### config.mk
export PLATFORM = sky130hd
export DESIGN_NAME = scp_079_seq_gen
export DESIGN_NICKNAME = d
export VERILOG_FILES = /design/src/rtl/scp_079_seq_gen.sv
export SDC_FILE = /design/constraint.sdc
export NUM_CORES = 1
export LEC_CHECK = 0
export BUFFER_PORTS_ARGS = -buffer_cell sky130_fd_sc_hd__buf_2
export CAP_MARGIN = 20
export CELL_PAD_IN_SITES_DETAIL_PLACEMENT = 1
export CELL_PAD_IN_SITES_GLOBAL_PLACEMENT = 1
export CORE_ASPECT_RATIO = 0.8
export CORE_MARGIN = 3
export CORE_UTILIZATION = 37
export CTS_CLUSTER_DIAMETER = 80
export DETAILED_ROUTE_END_ITERATION = 16
export PLACE_DENSITY_LB_ADDON = 0.1
export SLEW_MARGIN = 10
export SYNTH_ARGS = -nofsm -noshare
export SYNTH_HDL_FRONTEND = slang
export SYNTH_SLANG_ARGS = --single-unit
### constraint.sdc
create_clock -name clk -period 2.7 [get_ports clk]
set_clock_uncertainty 0.1 [all_clocks]
set_input_delay 0.135 -clock clk [delete_from_list [all_inputs] [get_ports clk]]
set_output_delay 0.135 -clock clk [all_outputs]
set_load 0.01 [all_outputs]
### src/rtl/scp_079_seq_gen.sv
// Light-sequence generator: emits a captured list of g/y/r symbols as timed one-hot lamp pulses
// with optional gaps, and reports completion with a one-cycle done pulse.
module scp_079_seq_gen #(
    parameter int unsigned MAX_LEN   = 8,
    parameter int unsigned PULSE_CYC = 4,
    parameter int unsigned GAP_CYC   = 2,
    localparam int unsigned LW       = $clog2(MAX_LEN + 1),
    localparam int unsigned IW       = (MAX_LEN > 1) ? $clog2(MAX_LEN) : 1
) (
    input  logic              clk,
    input  logic              rst,
    input  logic              start,
    input  logic [2*MAX_LEN-1:0] code,
    input  logic [LW-1:0]     len,
    input  logic              abort,
    output logic              g,
    output logic              y,
    output logic              r,
    output logic              busy,
    output logic              done,
    output logic [IW-1:0]     sym_idx
);

    localparam int unsigned CMAX = (PULSE_CYC > GAP_CYC) ? PULSE_CYC : GAP_CYC;
    localparam int unsigned CW   = $clog2(CMAX + 1);
    localparam logic [CW-1:0] PulseLast = CW'(PULSE_CYC - 1);
    localparam logic [CW-1:0] GapLast   = (GAP_CYC > 0) ? CW'(GAP_CYC - 1) : '0;

    typedef enum logic [1:0] {StIdle, StPulse, StGap, StDone} state_e;

    state_e                 state_q, state_d;
    logic [CW-1:0]          cnt_q, cnt_d;
    logic [IW-1:0]          idx_q, idx_d;
    logic [2*MAX_LEN-1:0]   code_q, code_d;
    logic [LW-1:0]          len_q, len_d;
    logic [LW-1:0]          len_clamp;
    logic                   last_sym;
    logic [1:0]             sym;
    logic                   g_d, y_d, r_d, busy_d, done_d;
    logic                   g_q, y_q, r_q, busy_q, done_q;

    assign len_clamp = (len > LW'(MAX_LEN)) ? LW'(MAX_LEN) : len;
    assign last_sym  = ((LW'(idx_q) + LW'(1)) == len_q);

    always_ff @(posedge clk) begin
        if (rst) begin
            state_q <= StIdle;
            cnt_q   <= '0;
            idx_q   <= '0;
            code_q  <= '0;
            len_q   <= '0;
            g_q     <= 1'b0;
            y_q     <= 1'b0;
            r_q     <= 1'b0;
            busy_q  <= 1'b0;
            done_q  <= 1'b0;
        end else begin
            state_q <= state_d;
            cnt_q   <= cnt_d;
            idx_q   <= idx_d;
            code_q  <= code_d;
            len_q   <= len_d;
            g_q     <= g_d;
            y_q     <= y_d;
            r_q     <= r_d;
            busy_q  <= busy_d;
            done_q  <= done_d;
        end
    end

    always_comb begin
        state_d = state_q;
        cnt_d   = cnt_q;
        idx_d   = idx_q;
        code_d  = code_q;
        len_d   = len_q;
        unique case (state_q)
            StIdle: begin
                if (start && !abort) begin
                    if (len == '0) begin
                        state_d = StDone;
                    end else begin
                        state_d = StPulse;
                        code_d  = code;
                        len_d   = len_clamp;
                        idx_d   = '0;
                        cnt_d   = '0;
                    end
                end
            end
            StPulse: begin
                if (abort) begin
                    state_d = StIdle;
                    idx_d   = '0;
                    cnt_d   = '0;
                end else if (cnt_q == PulseLast) begin
                    cnt_d = '0;
                    if (last_sym) begin
                        state_d = StDone;
                    end else if (GAP_CYC > 0) begin
                        state_d = StGap;
                    end else begin
                        idx_d = idx_q + IW'(1);
                    end
                end else begin
                    cnt_d = cnt_q + CW'(1);
                end
            end
            StGap: begin
                if (abort) begin
                    state_d = StIdle;
                    idx_d   = '0;
                    cnt_d   = '0;
                end else if (cnt_q == GapLast) begin
                    state_d = StPulse;
                    idx_d   = idx_q + IW'(1);
                    cnt_d   = '0;
                end else begin
                    cnt_d = cnt_q + CW'(1);
                end
            end
            StDone: begin
                state_d = StIdle;
                idx_d   = '0;
                cnt_d   = '0;
            end
            default: state_d = StIdle;
        endcase
    end

    // Outputs are decoded from next-state values so the registered lamps line up with state_q.
    always_comb begin
        sym    = code_d[{idx_d, 1'b0} +: 2];
        g_d    = 1'b0;
        y_d    = 1'b0;
        r_d    = 1'b0;
        busy_d = (state_d == StPulse) || (state_d == StGap);
        done_d = (state_d == StDone);
        if (state_d == StPulse) begin
            unique case (sym)
                2'b00:   g_d = 1'b1;
                2'b01:   y_d = 1'b1;
                2'b10:   r_d = 1'b1;
                default: ;
            endcase
        end
    end

    assign g       = g_q;
    assign y       = y_q;
    assign r       = r_q;
    assign busy    = busy_q;
    assign done    = done_q;
    assign sym_idx = idx_q;

endmodule

# Word-level counts from Yosys, hierarchy flattened

Index checks and enable logic that the tools add are counted.

Flip-flop bits (word level): 33
Input bits: 24
Output and inout port bits: 8
Word-level logic and storage cells: 67

$add $sub $neg: 3
$lt $le $gt $ge: 1
Equal/unequal tests: 13
Shift-type cells: 1
Muxes and demuxes: 28
Bitwise gates (word level): 2
Reduce and logical (&&, ||, !) cells: 9

Operator list:

| kind                                                                  | number |
|---|---|
| 16-bit 2-to-1 mux                                                     | 3 |
| 3-bit 2-to-1 mux                                                      | 11 |
| 3-bit case mux with 4 select lines                                    | 2 |
| 16-bit by 5-bit variable part select with 2-bit output                | 1 |
| 2-bit 2-to-1 mux                                                      | 6 |
| 2-bit equality test, second input constant                            | 5 |
| 2-bit case mux with 4 select lines                                    | 1 |
| 3-bit by 1-bit adder with 3-bit output, second input constant         | 2 |
| 2-bit by 1-bit equality test with 1-bit output, second input constant | 3 |
| 3-bit by 1-bit adder with 4-bit output, second input constant         | 1 |
| 4-bit equality test                                                   | 1 |
| 4-bit > comparator, second input constant                             | 1 |
| 2-bit logical NOT                                                     | 2 |
| 4-bit logical NOT                                                     | 1 |
| 1-bit 2-to-1 mux                                                      | 4 |
| 4-bit 2-to-1 mux                                                      | 1 |
| 2-bit != test, second input constant                                  | 2 |
| 3-bit by 1-bit equality test with 1-bit output, second input constant | 1 |
| 3-bit by 2-bit equality test with 1-bit output, second input constant | 1 |
| 3-bit AND reduction                                                   | 1 |
| 1-bit inverter                                                        | 2 |
| 2-bit AND reduction                                                   | 1 |
| 2-bit OR reduction                                                    | 1 |
| 1-bit logical AND                                                     | 1 |
| 2 further kinds                                                       | 2 |

# Depth between registers and ports, before layout

Gate-level depths: netlist of run 1.

Depth after elaboration: 9
Depth in mapped cells: 11
Gate-level depth less buffers: 11

# Worst setup path before layout of run 1

Ideal clock, no wire load.

Kind: register to register
Start: register state_q[0]
End: register g_q, in the netlist g
Setup time: 0.087 ns
Arrival time: 2.493 ns
Data required time: 2.513 ns
Path slack: 0.020 ns
Stages on the path, launching flop included: 11
Path buffers: 0
Period minus slack after synthesis: 2.680 ns
Cell sequence: dfxtp_1 > inv_1 > ha_1 > nor2_1 > and3_1 > nor2b_1 > a21oi_4 > mux2i_1 > and3_1 > or4_4 > nor4b_4

Word-level cells in the longest chain between the ends: 6
Elaborated cells on any way between the ends: 18
Those cells by class: eq/ne (4); shift (1); mux (9); bitwise (1); reduce/logical (3)

Ends and longest elaborated chain:

| what                                                                                           | line | RTL |
|---|---|---|
| start, declared                                                                                | 31   | `state_e state_q, state_d;` |
| start signal, assigned                                                                         | 47   | `state_q <= StIdle;` |
| start signal, assigned                                                                         | 58   | `state_q <= state_d;` |
| branches (longest 6 deep; another with 16-bit by 5-bit variable part select with 2-bit output) | --   |  |
| end signal, assigned                                                                           | 63   | `g_q <= g_d;` |
| end, declared                                                                                  | 40   | `logic g_q, y_q, r_q, busy_q, done_q;` |

Parallel ways; which one is timed is not known.
A chain may end at the register's enable or synchronous reset.

# Worst setup path after layout of run 1

Start: register cnt_q[1]
End: register g_q, in the netlist g

Word-level cells in the longest chain between the ends: 7
Elaborated cells on any way between the ends: 16
Those cells by class: eq/ne (3); shift (1); mux (9); bitwise (1); reduce/logical (2)

Ends and longest elaborated chain:

| what                                                                                                                            | line     | RTL |
|---|---|---|
| start, declared                                                                                                                 | 32       | `logic [CW-1:0] cnt_q, cnt_d;` |
| start signal, assigned                                                                                                          | 59       | `cnt_q <= cnt_d;` |
| 3-bit by 1-bit equality test with 1-bit output / 3-bit by 2-bit equality test with 1-bit output (equally long branches)         | 114, 96  |  |
| 3-bit 2-to-1 mux, or another cell as far along                                                                                  | 114      | `end else if (cnt_q == GapLast) begin` |
| 3-bit 2-to-1 mux, or another cell as far along                                                                                  | 110      | `if (abort) begin` |
| 3-bit case mux with 4 select lines / 2-bit case mux with 4 select lines (equally long branches)                                 | 77       | `unique case (state_q)` |
| 16-bit by 5-bit variable part select with 2-bit output / 2-bit by 1-bit equality test with 1-bit output (equally long branches) | 133, 139 |  |
| 2-bit logical NOT / 1-bit inverter (equally long branches)                                                                      | --       |  |
| 1-bit 2-to-1 mux / 2-bit OR reduction (equally long branches)                                                                   | --       |  |

Parallel ways exist; a longest one is shown, timed or not.

==> results of run 1 <==
==> critical path, stage by stage, from the launching register on <==
cell and delay [ns]:
dfxtp_1 0.33, inv_1 0.06, ha_2 0.17, nand2b_1 0.09, a21o_1 0.20, a22o_4 0.26, a22o_2 0.32, and3_1 0.21
or4_4 0.55, nor4b_4 0.25
==> sequential cells by signal, indices dropped and copies added (netlist names) <==
| signal | cells |
|---|---|
| g | 1 |
| state_q | 2 |
| y | 1 |
| code_q | 16 |
| busy | 1 |
| r | 1 |
| done | 1 |
| len_q | 4 |
| sym_idx | 3 |
| cnt_q | 3 |
==> through the flow <==
step	setup slack (ns)	utilization	cells	instance area [um^2]	setup TNS [ns]
detailed placement	-0.0108	0.461	271	1980	-0.0108
global route	-0.0302	0.504	281	2170	-0.0302
global placement	0.0550	0.461	271	1980	0
floorplan	0.0196	-	178	1710	0
finish	0.0696	0.504	281	2170	0
CTS	0.00787	0.489	279	2110	0
==> power by group through the flow <==
stage	logic (W)	registers, W	clock network, W
after floorplan	0.000112	0.000528	0
after global placement	0.000164	0.000526	0
after detailed placement	0.000174	0.000527	0
after CTS	0.000175	0.000516	0.000501
after global routing	0.000202	0.000519	0.000521
final	0.000183	0.000516	0.000488
==> cell usage in the layout (no fill, tap or decap), types with 2 or more instances in the layout <==
cell type	netlist	final
buf_2	0	31
a2111oi_0	2	2
nor3b_1	3	3
nor2_1	34	33
nand2_1	5	5
a31oi_1	2	2
nor2b_1	5	4
and2_2	3	3
and3_1	3	2
dfxtp_2	0	2
o21ai_0	2	2
xor2_1	2	2
inv_1	7	7
ha_2	0	4
a21oi_1	11	10
nand3_1	2	2
dfxtp_1	33	31
ha_1	11	7
mux2i_2	0	2
or4_4	2	2
mux2i_1	25	23
xnor2_1	2	2
buf_4	1	12
clkbuf_8	0	6
nand2b_1	3	3
==> cell families after synthesis <==
group	after synthesis	share of synthesized area
buf+inv	12	0.0329
simple gates	68	0.229
mux	26	0.153
fa+ha+maj	11	0.0803
compound gates	24	0.0994
xor+xnor	4	0.0205
flops	33	0.386
==> path summary, 6_finish.rpt <==
kind              startpoint   endpoint  slack, ns  depth (start not counted)
setup / recovery    cnt_q[1]          g       0.07                          9
hold / removal       code[7]  code_q[7]      0.007                          3
setup reg to reg    cnt_q[1]          g       0.07                          9
hold reg to reg    code_q[7]  code_q[7]       0.40                          2
==> final cells by class <==
type,instances,area [um^2],area share
multi-input cells,133,1050,0.482
clock buffers,6,82.6,0.0380
flip-flops and latches,33,663,0.305
clock inverters,2,37.5,0.0173
repair buffers,43,245,0.113
well taps,57,71.3,0.0328
inverters,7,26.3,0.0121
==> metal layers <==
layer / up-vias / track usage
li1: 712 / -
met1: 689 / 0.192
met2: 35 / 0.290
met3: 9 / 0.0527
met4: 0 / 0.0477
met5: - / 0
==> repair_timing <==
item                                    4_1_cts  5_1_grt
buffers inserted                              0        2
endpoints found under the setup margin        1        3
resized for setup                             1       16
pin swaps                                     0        2
hold buffers                                  0        0
endpoints found under the hold margin         0        0
==> results_dict.tcl, run 1 <==
set metrics [dict create \
    status "finished clean" \
    clkSlewWorstSetupHoldPaths_ns 0.07 \
    netlist_area_um2 1710 \
    crit_type "flip-flop to flip-flop" \
    synthTopCellsByCount "34 x nor2_1, 33 x dfxtp_1, 25 x mux2i_1" \
    clock-sinks 33 \
    finalHoldViolCount 0 \
    dr.max_layer_used "met4" \
    syn_to_final_growth_pct 26.9 \
    num_antenna_cells 0 \
    power_frac_comb 0.154 \
    drt_iter0_markers 66 \
    async_flop_share 0 \
    grt_max_degree 34 \
    synth-edff-count 0 \
    hold_slack_ns 0.00710 \
    synth_area_per_cell_um2 9.62 \
    power_w 0.00119 \
    cts_buffers 5 \
    wl_met1_mm 1.97 \
    tritoncts "yes" \
    vdd_drop_max_v 0.000308 \
    cp.required_ns 2.80 \
    p_clk_frac 0.411 \
    gp_congestion 0.747 \
    min_period_over_period 0.974 \
    totalWireLength_mm 4.39 \
    period_needed_ns 2.63 \
    synth_flop_cell "dfxtp_1" \
    rows 21 \
    drc 0 \
    cp_max_fo 6 \
    wire_per_inst_um 15.6 \
    grt_pass1_vias 1535 \
    drv_cap 0 \
    yosysTopAreaCellShare 0.386 \
    syn_nets 213 \
    worst_slew_pin_slew_ns 0.642 \
    first_pass_iters 4 \
    yosysMostFrequentCell "nor2_1" \
    die_w_um 82.1 \
    grt_overflow_total 0 \
    setup_viol 0 \
    vias_per_cell 5.14 \
    clock_latency_ns 0.29 \
    relSlewSlack 0.572 \
    nets 258 \
    synth_warnings 0 \
    p_sw_w 0.000296 \
    grt_use_total 0.166 \
    htree_levels 2 \
    dp_hpwl_mm 3.35 \
    dieArea_um2 5490 \
    worstPathArrival_ns 2.73 \
    synth_seq_area_share 0.386 \
    drive_gt1_frac 0.348 \
    grt_pass1_wl_mm 6.90 \
    max_freq_ghz 0.380 \
    numPortBuffers 31 \
    p_leak_nw 1.04 \
    ios 32 \
    antenna_found_initial 0 \
    root_buffer "clkbuf_8" \
    min_path_type "input pin to flip-flop" \
    p_per_area_nw_per_um2 547 \
    switching_share 0.249 \
    via_count 1445 \
    seq_power_share 0.435 \
    p_int_w 0.000892 \
    yosys.area.top_type "dfxtp_1" \
    slew_viol_final 0 \
    cp-start-kind "flip-flop" \
    core_area_um2 4310 \
    dr_wl_met3_um 240 \
    start_util 0.398 \
    clock_path_buffers 2 \
    fillers 507 \
    synthCells 178 \
    antenna_left 0 \
    cp-end-kind "flip-flop" \
    synthTopCellsByArea "dfxtp_1 39%, mux2i_1 15%, ha_1 8.0%, nor2_1 7.5%, a21oi_1 3.2%" \
    synth_cell_types 38 \
    die_h_um 66.9 \
    wl_met2_mm 2.10 \
    synth-seq-cells 33 \
]
No activity file was read; power rests on OpenSTA's default activity.
==> run 2: changes to the inputs <==
--- a/config.mk
+++ b/config.mk
@@ -11,7 +11,7 @@
 export CELL_PAD_IN_SITES_GLOBAL_PLACEMENT = 1
 export CORE_ASPECT_RATIO = 0.8
 export CORE_MARGIN = 3
-export CORE_UTILIZATION = 37
+export CORE_UTILIZATION = 42
 export CTS_CLUSTER_DIAMETER = 80
 export DETAILED_ROUTE_END_ITERATION = 16
 export PLACE_DENSITY_LB_ADDON = 0.1
==> constraint.sdc (replaced) <==
create_clock -name clk -period 3 [get_ports clk]
set_clock_uncertainty 0.1 [all_clocks]
set_input_delay 0.15 -clock clk [delete_from_list [all_inputs] [get_ports clk]]
set_output_delay 0.15 -clock clk [all_outputs]
set_load 0.01 [all_outputs]
==> run 2 against run 1 <==
Via count down 3.8%. Register-to-register slack gained 0.08 ns. Critical path type unchanged. Largest power group unchanged. Critical endpoint is now r. Highest routed layer unchanged. Cell area fell by 6.6%.
==> results_dict.tcl, run 2 (synthesized netlist as in run 1, its figures left out) <==
set metrics [dict create \
    status "finished clean" \
    reg_top3 "code_q: 16 flops, len_q: 4 flops" \
    numPortBuffers 31 \
    die_w_um 77.4 \
    vias_per_cell 5.19 \
    wire_per_inst_um 14.7 \
    worstPathArrival_ns 2.91 \
    die_h_um 63.1 \
    fin_setup_tns_ns 0 \
    period_needed_ns 2.85 \
    max_freq_ghz 0.351 \
    place_inst 260 \
    hold_slack_ns 0.0311 \
    antenna_found_initial 0 \
    first_pass_iters 4 \
    relSlewSlack 0.574 \
    drv_cap 0 \
    cpPeakStageDelay_ns 0.55 \
    top_register "code_q" \
    drive_gt1_frac 0.258 \
    clkSlewWorstSetupHoldPaths_ns 0.07 \
    cp-start-kind "flip-flop" \
    drc 0 \
    worst_slew_pin_slew_ns 0.638 \
    setup_viol 0 \
    root_buffer "clkbuf_8" \
    clock_latency_ns 0.28 \
    cp-end-kind "flip-flop" \
    cp_common_cell "and3_1" \
    gp_congestion 0.778 \
    clock-sinks 33 \
    clock_path_buffers 2 \
    rows 20 \
    p_leak_nw 0.997 \
    grt_use_total 0.173 \
    start_util 0.444 \
    cp.buffers_inverters 1 \
    nets 248 \
    core_area_um2 3850 \
    min_from "code[12]" \
    grt_max_degree 34 \
    largest_reg_flops 16 \
    ios 32 \
    htree_levels 2 \
    min_path_type "input pin to flip-flop" \
    num_antenna_cells 0 \
    min_period_over_period 0.949 \
    crit_start "state_q[0]" \
    finalHoldViolCount 0 \
    crit-reg2reg-launch "state_q[0]" \
    grt_pass1_wl_mm 6.75 \
    via_count 1390 \
    crit_type "flip-flop to flip-flop" \
    grt_overflow_total 0 \
    path_delay_family "simple AND/OR/NAND/NOR gates" \
    fin_cells 268 \
    cp_max_fo 7 \
    cts-hold-fix-buffers 0 \
    syn_to_final_growth_pct 18.6 \
    dp_hpwl_mm 3.05 \
    critPathSlowestCell "or4_4" \
    tritoncts "yes" \
    vdd_drop_max_v 0.000353 \
    layout_common_cells "33 x nor2_1, 33 x dfxtp_1, 31 x buf_2, 25 x mux2i_1" \
    totalWireLength_mm 3.94 \
    p_per_area_nw_per_um2 463 \
    antenna_left 0 \
    drt_iter0_markers 74 \
    grt_pass1_vias 1452 \
    cts_buffers 5 \
    cp.required_ns 3.06 \
    crit_chain "inv_1, ha_1, nor2_2, and3_1, nor2b_4, a21oi_4, mux2i_1, and3_1, or4_4, and4b_1" \
    dieArea_um2 4890 \
    slew_viol_final 0 \
]
run 2: cell types whose count changed in the layout (fill, tap and decap cells not counted), moves of 2 or more:
cell	before	now
buf_4	12	1
dfxtp_1	31	33
dfxtp_2	2	0
ha_1	7	11
ha_2	4	0
mux2i_1	23	25
mux2i_2	2	0
run 2: final cells by class:
class                      count  area [um^2]
multi-input combinational    133         1010
tap                           55         68.8
fill                         486         1820
inverter                       7         26.3
timing repair buffer          33          183
clock buffer                   7         86.3
sequential                    33          661
run 2: path summary, 6_finish.rpt:
kind,endpoint,slack (ns),cells past startpoint
max,r,0.15,10
min reg2reg,code_q[5],0.40,2
max reg2reg,r,0.15,10
min,code_q[12],0.03,3
run 2: metal layers:
| metal | up-vias | track usage | routed length, um |
|---|---|---|---|
| met5 | - | 0 | 0 |
| met4 | 0 | 0.0444 | 19 |
| met3 | 2 | 0.0557 | 171 |
| met2 | 25 | 0.291 | 1960 |
| met1 | 680 | 0.215 | 1790 |
| li1 | 683 | - | - |
run 2: metrics by stage:
stage	power [W]	setup slack, ns	cell area, um^2	utilization
after floorplan	0.000576	0.320	1710	-
after global placement	0.000613	0.219	1910	0.497
after detailed placement	0.000621	-0.0165	1910	0.497
after CTS	0.000951	0.0485	2000	0.520
after global routing	0.000991	-0.0339	2030	0.527
final	0.000940	0.154	2030	0.527
run 2: power by group:
group,internal (W),switching (W)
clock,0.000182,0.000147
combinational,0.0000656,0.0000804
sequential,0.000458,0.00000770
run 2: what timing repair did:
| item | 4_1_cts | 5_1_grt |
|---|---|---|
| resized for setup | 1 | 2 |
| gates cloned | 0 | 0 |
| pin swaps | 0 | 0 |
| endpoints found under the setup margin | 2 | 3 |
| endpoints found under the hold margin | 0 | 0 |
| buffers inserted | 0 | 1 |
run 2: tightest hold or removal path, stage by stage:
cell and delay, ns:
buf_2 0.07, mux2i_1 0.07, nor2_1 0.08
==> run 3: changes to the inputs <==
--- a/config.mk
+++ b/config.mk
@@ -11,7 +11,7 @@
 export CELL_PAD_IN_SITES_GLOBAL_PLACEMENT = 1
 export CORE_ASPECT_RATIO = 0.8
 export CORE_MARGIN = 3
-export CORE_UTILIZATION = 42
+export CORE_UTILIZATION = 34
 export CTS_CLUSTER_DIAMETER = 80
 export DETAILED_ROUTE_END_ITERATION = 16
 export PLACE_DENSITY_LB_ADDON = 0.1
==> run 3 against run 2 <==
First-iteration DRC count down 20%. Count of clock-buffer cells in the layout unchanged. Critical path depth down 2. Core utilization down 9.5 points. Largest cell class unchanged. Highest routed layer unchanged.
==> results_dict.tcl, run 3 (synthesized netlist as in run 1, its figures left out) <==
set metrics [dict create \
    slew_viol_final 0 \
    rsz0062_at_grt "false" \
    vdd_drop_max_v 0.000204 \
    ios 32 \
    drive_gt1_frac 0.269 \
    cp-start-kind "flip-flop" \
    core_area_um2 4730 \
    crit_type "flip-flop to flip-flop" \
    reg2reg_slack_ns 0.18 \
    clock_latency_ns 0.29 \
    final_common_cell "nor2_1" \
    numPortBuffers 31 \
    vias_per_cell 4.96 \
    reg2reg_to "g" \
    layout_common_cells "34 x nor2_1, 33 x dfxtp_1, 31 x buf_2, 25 x mux2i_1" \
    crit_start "state_q[0]" \
    min_path_type "input pin to flip-flop" \
    cts-hold-fix-buffers 0 \
    cts_buffers 5 \
    grt_pass1_vias 1490 \
    num_antenna_cells 0 \
    die_h_um 69.5 \
    htree_levels 2 \
    die_w_um 85.4 \
    p_leak_nw 1.01 \
    cp-endpoint "g" \
    reg_top3 "code_q: 16 flops, len_q: 4 flops" \
    setup_viol 0 \
    clock-sinks 33 \
    min_delay_path_depth 3 \
    p_sw_w 0.000249 \
    grt_max_degree 34 \
    finalHoldViolCount 0 \
    grt_pass1_wl_mm 7.07 \
    start_util 0.362 \
    largest_reg_flops 16 \
    max_freq_ghz 0.355 \
    p_per_area_nw_per_um2 479 \
    power_frac_comb 0.150 \
    fin_setup_tns_ns 0 \
    via_count 1370 \
    relSlewSlack 0.584 \
    fillers 554 \
    gp_congestion 0.753 \
    worstPathArrival_ns 2.91 \
    hold_slack_ns 0.0293 \
    nets 250 \
    cp_max_fo 6 \
    dieArea_um2 5930 \
    top_register "code_q" \
    clock_path_buffers 2 \
    dp_hpwl_mm 3.27 \
    drt_iter0_markers 59 \
    cp-end-kind "flip-flop" \
    grt_overflow_total 0 \
    switching_share 0.254 \
    p_clk_frac 0.375 \
    reg2reg_depth 8 \
    wire_per_inst_um 14.9 \
    cp.required_ns 3.09 \
    crit-reg2reg-launch "state_q[0]" \
    totalWireLength_mm 4.12 \
    drc 0 \
    p_int_w 0.000731 \
    root_buffer "clkbuf_8" \
    grt_use_total 0.152 \
    antenna_left 0 \
    syn_to_final_growth_pct 19.5 \
    tritoncts "yes" \
    status "finished clean" \
    drv_cap 0 \
    period_needed_ns 2.82 \
    first_pass_iters 4 \
    seq_power_share 0.475 \
    clkSlewWorstSetupHoldPaths_ns 0.07 \
    worst_slew_pin_slew_ns 0.623 \
    min_period_over_period 0.940 \
    rows 22 \
    antenna_found_initial 0 \
]
run 3: per-stage QoR:
step | power (W) | util | instance area (um^2) | std cells | worst slack [ns]
global placement | 0.000616 | 0.407 | 1930 | 266 | 0.302
global route | 0.00103 | 0.432 | 2050 | 276 | 0.0282
finish | 0.000980 | 0.432 | 2050 | 276 | 0.181
CTS | 0.000998 | 0.429 | 2030 | 274 | 0.114
floorplan | 0.000576 | - | 1710 | 178 | 0.320
detailed placement | 0.000624 | 0.407 | 1930 | 266 | 0.150
run 3: final cells by class:
cell class,instances,area (um^2),share of cell area
Clock buffer,7,96.3,0.0471
Clock inverter,1,5.00,0.00244
Inverter,7,26.3,0.0128
Multi-Input combinational cell,133,998,0.488
Sequential cell,33,661,0.323
Tap cell,60,75.1,0.0367
Timing Repair Buffer,35,185,0.0905
run 3: repair_timing:
| item | 4_1_cts | 5_1_grt |
|---|---|---|
| buffers inserted | 0 | 2 |
| hold endpoints to repair | 0 | 0 |
| gates resized for setup | 0 | 1 |
| setup endpoints to repair | 0 | 1 |
run 3: layer usage:
| layer | share of wire | routed length (um) | vias to the layer above | track usage |
|---|---|---|---|---|
| met1 | 0.45 | 1870 | 645 | 0.181 |
| met5 | 0 | 0 | - | 0 |
| met4 | 0.015 | 62 | 0 | 0.0580 |
| met3 | 0.051 | 212 | 7 | 0.0404 |
| met2 | 0.48 | 1980 | 29 | 0.259 |
| li1 | - | - | 689 | - |
run 3: how the worst min path moves through the flow:
stage | slack, ns | end | from
after floorplan | 0.12 | done | rst
after global placement | 0.32 | code_q[7] | code[7]
after detailed placement | 0.33 | code_q[0] | code[0]
after CTS | 0.03 | code_q[0] | code[0]
after global routing | 0.06 | code_q[10] | code[10]
final | 0.03 | code_q[6] | code[6]
run 3: critical path, stage by stage, from the launching register on:
cell	delay (ns)
dfxtp_1	0.41
inv_1	0.11
ha_1	0.26
a21o_1	0.19
a22o_4	0.25
a21oi_1	0.40
a2111oi_0	0.15
or4_4	0.59
nor4b_4	0.26
run 3: power groups by stage:
stage / Clock (W) / Combinational (W) / Sequential [W]
2_1_floorplan: 0 / 0.000101 / 0.000475
3_3_place_gp: 0 / 0.000142 / 0.000474
3_5_place_dp: 0 / 0.000148 / 0.000476
4_1_cts: 0.000384 / 0.000149 / 0.000466
5_1_grt: 0.000402 / 0.000165 / 0.000467
6_report: 0.000368 / 0.000147 / 0.000466
